===== src/rtl/seg7_scan_ctrl.sv =====
// seg7_scan_ctrl: 4-digit common-anode 7-segment scanner with anti-ghost blanking
// and frame-aligned double-buffered updates.
module seg7_scan_ctrl #(
    parameter int DIGIT_CYCLES = 50000,
    parameter int BLANK_CYCLES = 500
) (
    input  logic        i_clk,
    input  logic        i_rst_n,
    input  logic        i_wr_en,
    input  logic [15:0] i_wr_data,
    input  logic [3:0]  i_wr_blank,
    input  logic [3:0]  i_wr_dp,
    output logic        o_wr_busy,
    output logic        o_wr_ack,
    output logic        o_frame_tick,
    output logic [0:6]  o_seg,
    output logic        o_dp,
    output logic [0:3]  o_an
);
    localparam int CW = (DIGIT_CYCLES > 2) ? $clog2(DIGIT_CYCLES) : 1;
    typedef enum logic {BLANK, DRIVE} phase_t;

    logic [CW-1:0] r_cnt;
    logic [1:0]    r_idx;
    logic [15:0]   r_act_data, r_pend_data;
    logic [3:0]    r_act_blank, r_act_dp, r_pend_blank, r_pend_dp;
    logic          r_pend_valid, r_ack, r_tick, r_dp;
    logic [0:6]    r_seg;
    logic [0:3]    r_an;
    logic          w_last, w_bnd;
    logic [3:0]    w_nib;
    logic [0:6]    w_hex;
    logic [0:3]    w_an;
    phase_t        w_phase;

    function automatic logic [0:6] hex7(input logic [3:0] n);
        case (n)
            4'h0: hex7 = 7'b0000001;
            4'h1: hex7 = 7'b1001111;
            4'h2: hex7 = 7'b0010010;
            4'h3: hex7 = 7'b0000110;
            4'h4: hex7 = 7'b1001100;
            4'h5: hex7 = 7'b0100100;
            4'h6: hex7 = 7'b0100000;
            4'h7: hex7 = 7'b0001111;
            4'h8: hex7 = 7'b0000000;
            4'h9: hex7 = 7'b0000100;
            4'hA: hex7 = 7'b0001000;
            4'hB: hex7 = 7'b1100000;
            4'hC: hex7 = 7'b0110001;
            4'hD: hex7 = 7'b1000010;
            4'hE: hex7 = 7'b0110000;
            default: hex7 = 7'b0111000;
        endcase
    endfunction

    always_comb begin
        w_last  = r_cnt == CW'(DIGIT_CYCLES - 1);
        w_bnd   = w_last && r_idx == 2'd3;
        w_nib   = r_act_data[{r_idx, 2'b00} +: 4];
        w_hex   = hex7(w_nib);
        w_phase = (r_cnt < CW'(BLANK_CYCLES) || r_act_blank[r_idx]) ? BLANK : DRIVE;
        w_an    = 4'b1111;
        w_an[~r_idx] = 1'b0;
    end

    always_ff @(posedge i_clk) begin
        if (!i_rst_n) begin
            r_cnt        <= '0;
            r_idx        <= '0;
            r_act_data   <= '0;
            r_act_blank  <= 4'b1111;
            r_act_dp     <= '0;
            r_pend_data  <= '0;
            r_pend_blank <= '0;
            r_pend_dp    <= '0;
            r_pend_valid <= 1'b0;
            r_ack        <= 1'b0;
            r_tick       <= 1'b0;
            r_an         <= 4'b1111;
            r_seg        <= 7'b1111111;
            r_dp         <= 1'b1;
        end else begin
            r_cnt  <= w_last ? '0 : r_cnt + 1'b1;
            r_idx  <= w_last ? r_idx + 1'b1 : r_idx;
            r_tick <= w_bnd;
            r_ack  <= w_bnd && r_pend_valid;
            // Transfer sees the pending set from before any same-cycle write.
            if (w_bnd && r_pend_valid) begin
                r_act_data  <= r_pend_data;
                r_act_blank <= r_pend_blank;
                r_act_dp    <= r_pend_dp;
            end
            if (i_wr_en) begin
                r_pend_data  <= i_wr_data;
                r_pend_blank <= i_wr_blank;
                r_pend_dp    <= i_wr_dp;
                r_pend_valid <= 1'b1;
            end else if (w_bnd) begin
                r_pend_valid <= 1'b0;
            end
            r_an  <= (w_phase == DRIVE) ? w_an : 4'b1111;
            r_seg <= (w_phase == DRIVE) ? w_hex : 7'b1111111;
            r_dp  <= (w_phase == DRIVE) ? ~r_act_dp[r_idx] : 1'b1;
        end
    end

    assign o_wr_busy    = r_pend_valid;
    assign o_wr_ack     = r_ack;
    assign o_frame_tick = r_tick;
    assign o_seg        = r_seg;
    assign o_dp         = r_dp;
    assign o_an         = r_an;
endmodule


===== config.mk =====
export PLATFORM = sky130hd
export DESIGN_NAME = seg7_scan_ctrl
export DESIGN_NICKNAME = d
export VERILOG_FILES = /design/src/rtl/seg7_scan_ctrl.sv
export SDC_FILE = /design/constraint.sdc
export NUM_CORES = 1
export LEC_CHECK = 0
export CAP_MARGIN = 20
export CORE_ASPECT_RATIO = 1.1
export CORE_MARGIN = 4
export CORE_UTILIZATION = 35
export CTS_CLUSTER_DIAMETER = 40
export DETAILED_ROUTE_END_ITERATION = 6
export GPL_ROUTABILITY_DRIVEN = 0
export HOLD_SLACK_MARGIN = 0.02
export MAX_ROUTING_LAYER = met4
export SLEW_MARGIN = 10
export SYNTH_ARGS = -nofsm -noshare
export SYNTH_HDL_FRONTEND = slang
export SYNTH_SLANG_ARGS = --single-unit

===== constraint.sdc =====
create_clock -name i_clk -period 1.9 [get_ports i_clk]
set_input_delay 0.38 -clock i_clk [delete_from_list [all_inputs] [get_ports i_clk]]
set_output_delay 0.38 -clock i_clk [all_outputs]
set_load 0.01 [all_outputs]

Word level (Yosys, flattened, before mapping)
Memory sizes are Yosys's and may differ from the RTL's. A register that Yosys moved wholly into a read port is not among the register bits.
Index checks and enable logic that the tools add are counted.
{ "word_totals": {"n_memories": 1, "input_bits": 27, "ff_bits": 74, "romBits": 112} }
{ "mem_list": {"columns": ["memory", "depth", "width", "rd", "rd_ports_with_merged_regs", "wr", "line", "text"], "rows": [
  ["(name not given)", 16, 7, 1, 1, 0, "37", "case (n)"]
]} }
{ "op_classes": {"reduce_logical": 7, "n_shift": 1, "add_sub_neg": 2, "n_eq_ne": 2, "magnitude_cmp": 4, "n_mux": 8, "n_bitwise": 5} }
{ "ops": {"columns": ["op", "n"], "rows": [
  ["adder 16 x 1 -> 16 bit, second input constant", 1],
  ["equality test 16 bit, second input constant", 1],
  ["less-than comparator 16 x 9 -> 1 bit, second input constant", 1],
  ["variable part select 16 x 5 -> 4 bit", 1],
  ["two-way mux 1 bit", 5],
  ["binary-select mux 1 bit (select 2 bit)", 2],
  ["NOT 4 bit", 1],
  ["OR reduction 2 bit", 2],
  [">= comparator 3 bit, second input constant", 1],
  ["logical AND 1 bit", 3],
  ["less-than comparator 2 x 3 -> 1 bit, second input constant", 1],
  ["less-than comparator 3 x 1 -> 1 bit, second input constant", 1],
  ["NOT 2 -> 3 bit", 1],
  ["adder 2 x 1 -> 2 bit, second input constant", 1],
  ["demux 1 bit (select 2 bit)", 1],
  ["equality test 2 bit, second input constant", 1],
  ["NOT 1 bit", 2],
  ["NOT 2 bit", 1],
  ["nonzero test 2 bit", 1],
  ["logical OR 1 bit", 1]
]} }

Depth between registers and ports, before layout
{ "depth": {"ltp_word": 7, "ltp_mapped": 8, "mapped_depth_nobuf": 7} }

Worst setup path after synthesis
Ideal clock, no wire load.
{ "synth_path": {"kind": "flip-flop to flip-flop", "start": "register r_cnt[13]", "end": "register r_act_blank[0]", "t_arrival_ps": 1876, "slack_ps": -111, "setup_ps": 135, "stages_incl_launch_ff": 7, "path_cell_list": "dfxtp_1 -> or4_4 -> or4_1 -> buf_4 -> buf_6 -> o21ai_1 -> nand3_1"} }
{ "synth_via": {"elab_chain_cells": 3} }
{ "synth_lines": {"columns": ["element", "line", "text"], "rows": [
  ["start: declaration", "23", "logic [CW-1:0] r_cnt;"],
  ["start signal: assignment", "84", "r_cnt <= w_last ? '0 : r_cnt + 1'b1;"],
  ["equality test 16 bit", "58", "w_last = r_cnt == CW'(DIGIT_CYCLES - 1);"],
  ["logical AND 1 bit", "59", "w_bnd = w_last && r_idx == 2'd3;"],
  ["logical AND 1 bit", "89", "if (w_bnd && r_pend_valid) begin"],
  ["end signal: assignment", "91", "r_act_blank <= r_pend_blank;"],
  ["end: declaration", "26", "logic [3:0] r_act_blank, r_act_dp, r_pend_blank, r_pend_dp;"]
]} }
No other way between the ends.
A chain may end at the register's enable or synchronous reset.

Worst setup path after layout
{ "layout_path": {"start": "register r_cnt[7]", "end": "register r_act_data[10]"} }
{ "layout_via": {"elab_chain_cells": 3} }
{ "layout_lines": {"columns": ["element", "line", "text"], "rows": [
  ["equality test 16 bit", "58", null],
  ["logical AND 1 bit", "59", null],
  ["logical AND 1 bit", "89", null],
  ["end signal: assignment", "90", "r_act_data <= r_pend_data;"],
  ["end: declaration", "25", "logic [15:0] r_act_data, r_pend_data;"]
]} }
No other way between the ends.

==> results.ini <==
[outcome]
outcome=completed

[critical_path]
reg2regPathDepth=5
crit_required_ps=2130
crit_chain=or3_1, or4_4, buf_12, o21ai_1, a21oi_2
critPathBufInv=1
startpoint_type=flip-flop
regToRegEndpoint=r_act_data[10]
end_kind=flip-flop
worstSetupPathType=flip-flop to flip-flop
reg2reg_slack_ps=4
r2r_start=r_cnt[7]
crit_arrival_ps=2130
path_max_fanout=19
crit_family=simple AND/OR/NAND/NOR gates
cp.depth=5
slowest_delay_ps=600
crit_path_top_delay_cell=or4_4

[worst_hold_path]
hp-class=flip-flop to flip-flop
whs_path_depth=2
min_from=r_pend_dp[2]
hold_end=r_act_dp[2]

[global_route]
grt_usage=0.141
antenna_found_initial=0
grt_pass1_vias=2760
grt_remaining_overflow=0
grt_max_degree=48
grt_pass1_wl_mm=12.7

[synthesis]
synth.area.top_cells=dfxtp_1, mux2i_1, nand3_1, nor2_1, ha_1
syn_nets=400
ys.warnings.count=0
synth.cell_area_um2=3460
ys_seq_elements=81
synth.distinct_cells=41
post-synth-top-count-cell=dfxtp_1
synthCells=362
synth_edf_count=0
synth.yosys.seq_area_share=0.469
synth_top_area_share=0.469
yosysTopAreaCell=dfxtp_1
async_reset_ff_frac=0
ys_top_cells_by_count=dfxtp_1, nor2_1, nand3_1
ys.flop_type=dfxtp_1
avgSynthCellArea_um2=9.55

[floorplan]
dieArea_um2=11500
start_util=0.364
die_w_um=103
rows=37
core_area_um2=9490
num_io_pins=42
fp.dieH_um=112

[sta]
hold_violations=0
setup_ws_ps=3.53
clock_skew_ps=8.38
slew_viol_final=0
fmax_ghz=0.527
max_slew.worst_pin.slew_ps=544
grt_setup_unrepaired=yes
period_minus_slack_ps=1900
worst_hold_slack_ps=469
finalSetupViolations=0
finalCritPeriodShare=0.998
fin_tns_setup_ps=0
slew_headroom=0.637

[place]
dp_slack_ps=-40.9
io_buffers=41
dp_hpwl_mm=5.27
post_dp_cell_area_um2=4190

[finish]
final_util=0.484
drive_above_1_share=0.235
antenna_cells=0
area_growth_pct=32.8
fin_nets=467
fin_area_um2=4590
ff_latch_area_um2=1630
multi_input_area_um2=1800
fillCellCount=893

[route]
ant_nets=0
drt_iter0_drc=70
drt_pass1_iterations=4
viasPerCell=5.01
drt_wl_total_mm=7.81
drc=0
num_vias=2760
wl_per_cell_um=14.2

[pwr]
power.leakage_nw=1.71
power.internal_mw=2.33
combPwrFrac=0.053
switching_share=0.252
power.share.clock=0.383
seqPwrFrac=0.563
p_switching_mw=0.788
peakVddDrop_mv=0.584
powerDensity_nw_per_um2=680

[clock_network]
insertion_delay_ps=360
htreeDepth=3
path_clk_slew_ps=100
postCtsHoldBufs=0
root_buffer=clkbuf_8
clock_path_buffers=2
cts_sinks=81
tritoncts=done
cts_buffers=9

[job]
cap_viol_max_count=0

[registers in the layout, summed over array words and instances (netlist names)]
name and count:
r_pend_dp 4, r_act_dp 4, r_pend_blank 4, o_wr_busy 1, o_dp 1, o_seg 7, o_wr_ack 1, r_idx 2
o_frame_tick 1, r_act_data 16, r_cnt 16, r_pend_data 16, r_act_blank 4, o_an 4
[repair_timing]
| item | CTS | global route |
|---|---|---|
| setup endpoints to repair | 20 | 33 |
| gates resized for setup | 3 | 49 |
| buffers inserted | 0 | 2 |
| gates cloned | 0 | 3 |
| pin swaps | 1 | 21 |
[power by group through the flow]
stage	clock (mW)	sequential (mW)	combinational (mW)
finish	1.20	1.76	0.166
global route	1.32	1.76	0.184
CTS	1.24	1.76	0.167
detailed placement	0	1.80	0.166
global placement	0	1.80	0.163
floorplan	0	1.79	0.0843
[cells by family (layout without fill, tap and decap cells)]
family          after synthesis  count (layout)  synth area share
xor+xnor                     17              17            0.0431
simple gates                124             124             0.175
mux                          40              40             0.138
buf+inv                      33             105            0.0438
flops                        81              81             0.469
compound gates               56              56            0.0905
fa+ha+maj                    11              11            0.0398
[worst max path at each step]
stage | from | end | slack [ps]
finish | r_cnt[7] | r_act_data[10] | 4
global route | r_cnt[7] | r_act_data[1] | -60
floorplan | r_cnt[12] | r_act_blank[0] | -30
global placement | r_cnt[10] | r_act_dp[3] | -10
CTS | r_cnt[10] | r_act_data[7] | -30
detailed placement | r_cnt[10] | r_act_data[3] | -40
[area by class of cell]
class | count | area share
multi-input combinational | 248 | 0.393
sequential | 81 | 0.355
timing repair buffer | 80 | 0.173
tap | 117 | 0.0319
clock buffer | 9 | 0.0270
clock inverter | 7 | 0.0136
inverter | 9 | 0.00736
[layout by cell type (no fill, tap or decap), types with 2 or more instances in the layout]
cell type | synthesis | layout
nand3_2 | 0 | 10
xor2_1 | 5 | 5
dfxtp_2 | 0 | 5
mux4_2 | 6 | 6
nand4_1 | 5 | 5
and3_1 | 2 | 2
xnor2_1 | 12 | 12
or3_1 | 2 | 2
inv_6 | 0 | 3
buf_4 | 2 | 28
or4_4 | 1 | 2
nand2_1 | 16 | 16
buf_8 | 0 | 2
buf_12 | 0 | 3
o21ai_2 | 1 | 10
buf_6 | 2 | 5
dfxtp_1 | 81 | 76
clkinv_4 | 0 | 2
clkbuf_8 | 0 | 9
inv_1 | 9 | 8
a21oi_2 | 0 | 8
mux2i_1 | 32 | 32
o21ai_1 | 16 | 14
nor4_1 | 6 | 6
nor3_1 | 5 | 5
o221ai_1 | 3 | 3
and2_1 | 2 | 2
nand3_1 | 35 | 25
mux2_2 | 2 | 2
clkdlybuf4s50_1 | 0 | 41
ha_1 | 11 | 11
a21oi_1 | 22 | 14
nor2_1 | 44 | 44
[worst register-to-register path, stage by stage (launching register included)]
cell and delay, ps:
dfxtp_2 350, or3_1 410, or4_4 600, buf_12 190
o21ai_1 170, a21oi_2 70
[stage by stage]
step | cells | power [mW]
after floorplan | 362 | 1.87
after global routing | 551 | 3.27
after global placement | 530 | 1.96
after CTS | 546 | 3.16
after detailed placement | 530 | 1.96
final | 551 | 3.12
[routing by layer]
metal	vias to the layer above	wire length, µm	GRT usage
met5	-	0	-
met4	0	138	0.0596
met3	12	255	0.0193
met2	43	3830	0.218
met1	1302	3600	0.182
li1	1403	-	-
Power figures use the tool's default switching activity.
